File: config.mk
export PLATFORM = sky130hd
export DESIGN_NAME = pkt_merge_arb
export DESIGN_NICKNAME = d
export VERILOG_FILES = /design/src/rtl/pkt_merge_arb.sv
export SDC_FILE = /design/constraint.sdc
export NUM_CORES = 1
export LEC_CHECK = 0
export ABC_AREA = 1
export CAP_MARGIN = 30
export CORE_AREA = 2 2 183 185
export DETAILED_ROUTE_END_ITERATION = 10
export DIE_AREA = 0 0 185 187
export DONT_BUFFER_PORTS = 1
export GPL_TIMING_DRIVEN = 0
export HOLD_SLACK_MARGIN = 0.08
export MAX_ROUTING_LAYER = met4
export SETUP_SLACK_MARGIN = 0.2
export SLEW_MARGIN = 20
export SYNTH_ARGS = -nofsm -noshare
export SYNTH_HDL_FRONTEND = slang
export SYNTH_SLANG_ARGS = --single-unit
export TNS_END_PERCENT = 5
File: constraint.sdc
create_clock -name clk -period 3 [get_ports clk]
set_clock_uncertainty 0.2 [all_clocks]
set_input_delay 0 -clock clk [delete_from_list [all_inputs] [get_ports clk]]
set_output_delay 0 -clock clk [all_outputs]
set_load 0.02 [all_outputs]
File: src/rtl/pkt_merge_arb.sv
// Packet-granular round-robin merge of two input FIFOs onto one registered output.
// Optional saturating packet/stray counters when PKT_MERGE_STATS_EN is defined.
module pkt_merge_arb #(
  parameter int DW      = 153,
  parameter int SOP_BIT = 152,
  parameter int EOP_BIT = 151
) (
  input  logic          clk,
  input  logic          rst,
  input  logic [DW-1:0] in0_data,
  input  logic          in0_valid,
  output logic          in0_deq,
  input  logic [DW-1:0] in1_data,
  input  logic          in1_valid,
  output logic          in1_deq,
  output logic [DW-1:0] out_data,
  output logic          out_valid,
  input  logic          out_ready,
`ifdef PKT_MERGE_STATS_EN
  output logic [15:0]   pkt_cnt0,
  output logic [15:0]   pkt_cnt1,
  output logic [15:0]   stray_cnt,
`endif
  output logic          err_stray
);

  typedef enum logic [1:0] {IDLE, FWD0, FWD1} state_t;

  state_t        state;
  logic          last_grant;
  logic          space, elig0, elig1, grant_port;
  logic          xfer, sel_port, stray0, stray1;
  logic [DW-1:0] sel_data;

  always_comb begin
    xfer       = 1'b0;
    sel_port   = 1'b0;
    stray0     = 1'b0;
    stray1     = 1'b0;
    space      = !out_valid || out_ready;
    elig0      = in0_valid && in0_data[SOP_BIT];
    elig1      = in1_valid && in1_data[SOP_BIT];
    // On a tie the port that did not win last time goes next.
    grant_port = (elig0 && elig1) ? !last_grant : elig1;
    if (rst && space) begin
      case (state)
        IDLE: begin
          if (elig0 || elig1) begin
            xfer     = 1'b1;
            sel_port = grant_port;
          end else if (in0_valid) begin
            stray0 = 1'b1;
          end else if (in1_valid) begin
            stray1 = 1'b1;
          end
        end
        FWD0: xfer = in0_valid;
        FWD1: begin
          xfer     = in1_valid;
          sel_port = 1'b1;
        end
        default: ;
      endcase
    end
    sel_data = sel_port ? in1_data : in0_data;
    in0_deq  = (xfer && !sel_port) || stray0;
    in1_deq  = (xfer && sel_port) || stray1;
  end

  always_ff @(posedge clk) begin
    if (!rst) begin
      state      <= IDLE;
      last_grant <= 1'b1;
      out_valid  <= 1'b0;
      out_data   <= '0;
      err_stray  <= 1'b0;
    end else begin
      if (xfer) begin
        out_data  <= sel_data;
        out_valid <= 1'b1;
      end else if (out_ready) begin
        out_valid <= 1'b0;
      end
      if (stray0 || stray1) err_stray <= 1'b1;
      if (xfer) begin
        if (state == IDLE) begin
          last_grant <= sel_port;
          if (!sel_data[EOP_BIT]) state <= sel_port ? FWD1 : FWD0;
        end else begin
          if (sel_data[SOP_BIT]) err_stray <= 1'b1;
          if (sel_data[EOP_BIT]) state <= IDLE;
        end
      end
    end
  end

`ifdef PKT_MERGE_STATS_EN
  always_ff @(posedge clk) begin
    if (!rst) begin
      pkt_cnt0  <= '0;
      pkt_cnt1  <= '0;
      stray_cnt <= '0;
    end else begin
      if (xfer && !sel_port && sel_data[EOP_BIT] && pkt_cnt0 != 16'hFFFF)
        pkt_cnt0 <= pkt_cnt0 + 16'd1;
      if (xfer && sel_port && sel_data[EOP_BIT] && pkt_cnt1 != 16'hFFFF)
        pkt_cnt1 <= pkt_cnt1 + 16'd1;
      if ((stray0 || stray1) && stray_cnt != 16'hFFFF)
        stray_cnt <= stray_cnt + 16'd1;
    end
  end
`endif

endmodule

==> results.txt <==
- The synthesized design devotes to its leading area cell type between 40% and 50% of total area.
* Maximum net fanout on the critical path: 10
- By area, the combinational part of the netlist is dominated by simple AND/OR/NAND/NOR gates.
- Category of the worst setup path capture point: flip-flop
- Counting I/O delays and the setup requirement, the final critical path takes around 2800 ps.
- Post-route non-filler standard cell count: between 2k and 2.5k
* Commonest non-fill, non-tap cells in the layout: sky130_fd_sc_hd__nand2_1 (776), sky130_fd_sc_hd__dlygate4sd3_1 (317), sky130_fd_sc_hd__dfxtp_1 (158)
- Entering global routing, the biggest net connects 17 pins.
- Sequential area share after synthesis: between 40 and 50%
- The total overflow left after global routing is 0.
* Achievable frequency: roughly 360 MHz
- Max-cap violations in this run came to 0.
- Maximum count of clock buffers along a single path: 2
* Switch share: between 30% and 40%
* Detailed placer's ending HPWL: between 20,000 and 25,000 um
- Proportion of synthesized area in mux cells: 0%
- Core utilization of the finished layout: 35.9%
* Post-synth top area cell: sky130_fd_sc_hd__dfxtp_1
* DRC violation total after the first TritonRoute iteration: between 500 and 600
- Die Footprint: approximately 35,000 sq um
* Biggest area contributors in the synthesized netlist: sky130_fd_sc_hd__dfxtp_1 (42%), sky130_fd_sc_hd__nand2_1 (39%), sky130_fd_sc_hd__a21oi_1 (10%)
- The count of endpoints failing hold in the final timing report is 0.
* Post-route setup TNS: 0 ps
- The total area inside the core boundary comes to roughly 33,000 sq um.
- Setup repair after global routing could not meet its margin everywhere.
* Drt drc: 0
- Cell Pwr Density: between 500 and 600 nW/um^2
- Residual antenna-violating net count after detailed routing: 0
* Layout cell share with drive strength beyond 1: 6.15%
- Global routing used about a fifth of the available tracks across all layers.
- Post-synthesis compound-gate area fraction: 10.9%
* Area growth from synthesis to final layout: 57.9%
* Number of nets in the finished design: 1,859
- GR Layer Usage met3: ~6.5%
- The run finished with clean final reports.
* Vias/cell: ~4.7
* Number of clock sinks: roughly 160
* Pre-antenna DRT Iters: 7
- Broken down by cell family, the worst path's largest delay share belongs to buffers and inverters.
* Clock tree root buffer cell: sky130_fd_sc_hd__clkbuf_16
- The worst setup path is launched from a flip-flop.
* Worst min-delay path class: in -> reg
- The number of max-slew violations in the final report is 0.
* Die span in y: 187 um
- Largest stage delay on the critical path: 550 ps
* Yosys warns: 0
- For this run, global-route usage on met2 was measured as roughly a third.
- The analysis attributes to net switching a power of around 2000 uW.
- The finished cells cover between 10,000 and 15,000 sq um.
- Relative contribution of the clock network to total power: 34.3%
- Together, buffers and inverters on the worst path number 3.
- The count of buffers added on input and output ports is 0.
- Average footprint of a synthesized cell: between 6 and 7 sq um
* Synthesized netlist cell count: about 1.2k
* Vias post-DR: ~9.5k
* Measured slew at the worst slew-check pin: 704 ps
- For the worst setup path, the data arrival time is roughly 2900 ps.
- Area fraction in and, or, nand and nor cells after synthesis: 40.4%
* Busiest grt layer: met2
* Clock latency on the worst-skew pair: about 440 ps
* Synthesized netlist net count: roughly 1.5k
* Met1 demand-to-capacity share in global routing: between 20% and 30%
- TritonCTS built the clock tree.
* Post-synthesis adder-cell area fraction: 0%
* Worst rel slew slack: 52.5%
- Combinational logic is responsible for between 20% and 30% of the overall power.
* Initial core utilization: a little under a quarter
- The floorplan has 67 rows.
- The signal on the critical path passes through a21oi_4 -> nand2_2 -> buf_2 -> nand2_1 -> nand2_1 -> dlygate4sd3_1 -> a21oi_1 -> nor2_1 -> dlygate4sd3_1.
* Setup Buffers After CTS: 0
- Slowest library cell on the worst path: sky130_fd_sc_hd__dlygate4sd3_1
- DRT Wirelength: roughly 35,000 um
- Vias in the first global route: ~9.5k
* XOR/XNOR Fraction of Synth Area: 0%
- Leaving out fill and tap cells, the most frequent cell in the layout is sky130_fd_sc_hd__nand2_1.
- Setup violations remaining at the end of the flow were counted as 0.
- Count of state elements after synthesis: between 150 and 200
- Static Leak: between 0.005 and 0.006 uW
- Count of H-tree levels built during CTS: 4
- At the worst endpoint, the required time is 3130 ps.
- Clock transition at the register clock pins on the worst setup and hold paths after CTS: about 70 ps
- 468 I/O pins were placed.
- In this run the cell area measured after placement is 8080 sq um.
* Post-route fraction of the period consumed by the critical path: between 90% and 100%
* Average routed wire per standard cell: between 15 and 20 um
- Clock tree synthesis inserted a total of 17 buffers.
- Library cells used by synthesis: 18
* Initial antenna violation count: 0
- The synthesized netlist occupies a cell area of ~7500 sq um.
- Sequential cell fraction of total power: roughly 43%
- Critical path start-end classification: reg -> reg
- IR Drop Worst-Case VDD: 0.375 mV
* First-pass GRT wire length: about 50,000 um
* Cell Count Post-Placement: 1,660
* Die width: around 190 um
- Final weighted congestion of routability-driven global placement: approximately 0.9
- Internal power comes to around 4000 uW.
-- final cells by class --
class / instances / area [sq um]
clock inverter: 13 / 108
antenna: 1 / 2.50
clock buffer: 19 / 443
inverter: 10 / 37.5
tap: 448 / 561
buffer: 84 / 447
timing repair buffer: 320 / 3210
fill: 3312 / 21100
sequential: 158 / 3160
multi-input combinational: 957 / 3830
-- Yosys cell counts --
library cell / number
sky130_fd_sc_hd__a21oi_1: 156
sky130_fd_sc_hd__a21oi_4: 1
sky130_fd_sc_hd__buf_2: 46
sky130_fd_sc_hd__buf_4: 1
sky130_fd_sc_hd__buf_6: 9
sky130_fd_sc_hd__clkbuf_1: 28
sky130_fd_sc_hd__dfxtp_1: 158
sky130_fd_sc_hd__inv_1: 7
sky130_fd_sc_hd__inv_2: 3
sky130_fd_sc_hd__nand2_1: 776
sky130_fd_sc_hd__nand2_2: 2
sky130_fd_sc_hd__nand3_1: 8
sky130_fd_sc_hd__nand3b_1: 2
sky130_fd_sc_hd__nand4_1: 1
sky130_fd_sc_hd__nor2_1: 7
sky130_fd_sc_hd__nor3_1: 1
sky130_fd_sc_hd__o21ai_0: 2
sky130_fd_sc_hd__o22ai_1: 1
-- sequential cells by signal, summed over array words and instances, names as in the netlist --
| name | count |
|---|---|
| state | 2 |
| out_valid | 1 |
| out_data | 153 |
| err_stray | 1 |
| last_grant | 1 |
-- power groups by stage --
stage	Sequential, uW	Clock (uW)	Combinational (uW)
2_1_floorplan	2570	0	630
3_3_place_gp	2640	0	855
3_5_place_dp	2640	0	876
4_1_cts	2590	2130	1330
5_1_grt	2600	2220	1490
6_report	2590	2070	1360
-- cell families after synthesis --
group                  count (synthesis)
AOI/OAI and AO/OA                    160
buffers and inverters                 94
DFF                                  158
and+or+nand+nor                      797
-- timing repair --
| item | in CTS | in global routing |
|---|---|---|
| endpoints found under the setup margin | 0 | 58 |
| endpoints found under the hold margin | 159 | 0 |
| gates resized for setup | 0 | 1 |
| hold buffers | 317 | 0 |
-- final timing paths --
check             startpoint       endpoint  slack, ps  cells past startpoint
setup / recovery   out_valid       state[1]        250                      9
hold / removal     in1_valid  out_data[112]        110                      8
setup reg to reg   out_valid       state[1]        250                      9
hold reg to reg     state[0]       state[0]        340                      2
-- through the flow --
stage                     total power [uW]  setup slack, ps  hold slack (ps)
after floorplan                       3200             1250             -114
after global placement                3490              471             -110
after detailed placement              3510              703             -105
after CTS                             6040              261             83.2
after global routing                  6320              118              124
final                                 6020              247              115
-- routing by layer --
| metal | part of all wire [%] | vias to the layer above |
|---|---|---|
| met2 | 48 | 572 |
| li1 | - | 4427 |
| met1 | 38 | 4342 |
| met4 | 5.7 | 0 |
| met5 | 0 | - |
| met3 | 8.7 | 158 |
-- worst register-to-register path: cells and delay by family, from the launching register on --
family	cells	cell delay [ps]
AOI/OAI and AO/OA	2	410
and+or+nand+nor	4	320
buffers and inverters	3	1310
DFF	1	420
Note: power is estimated with default switching activity, not from simulation.
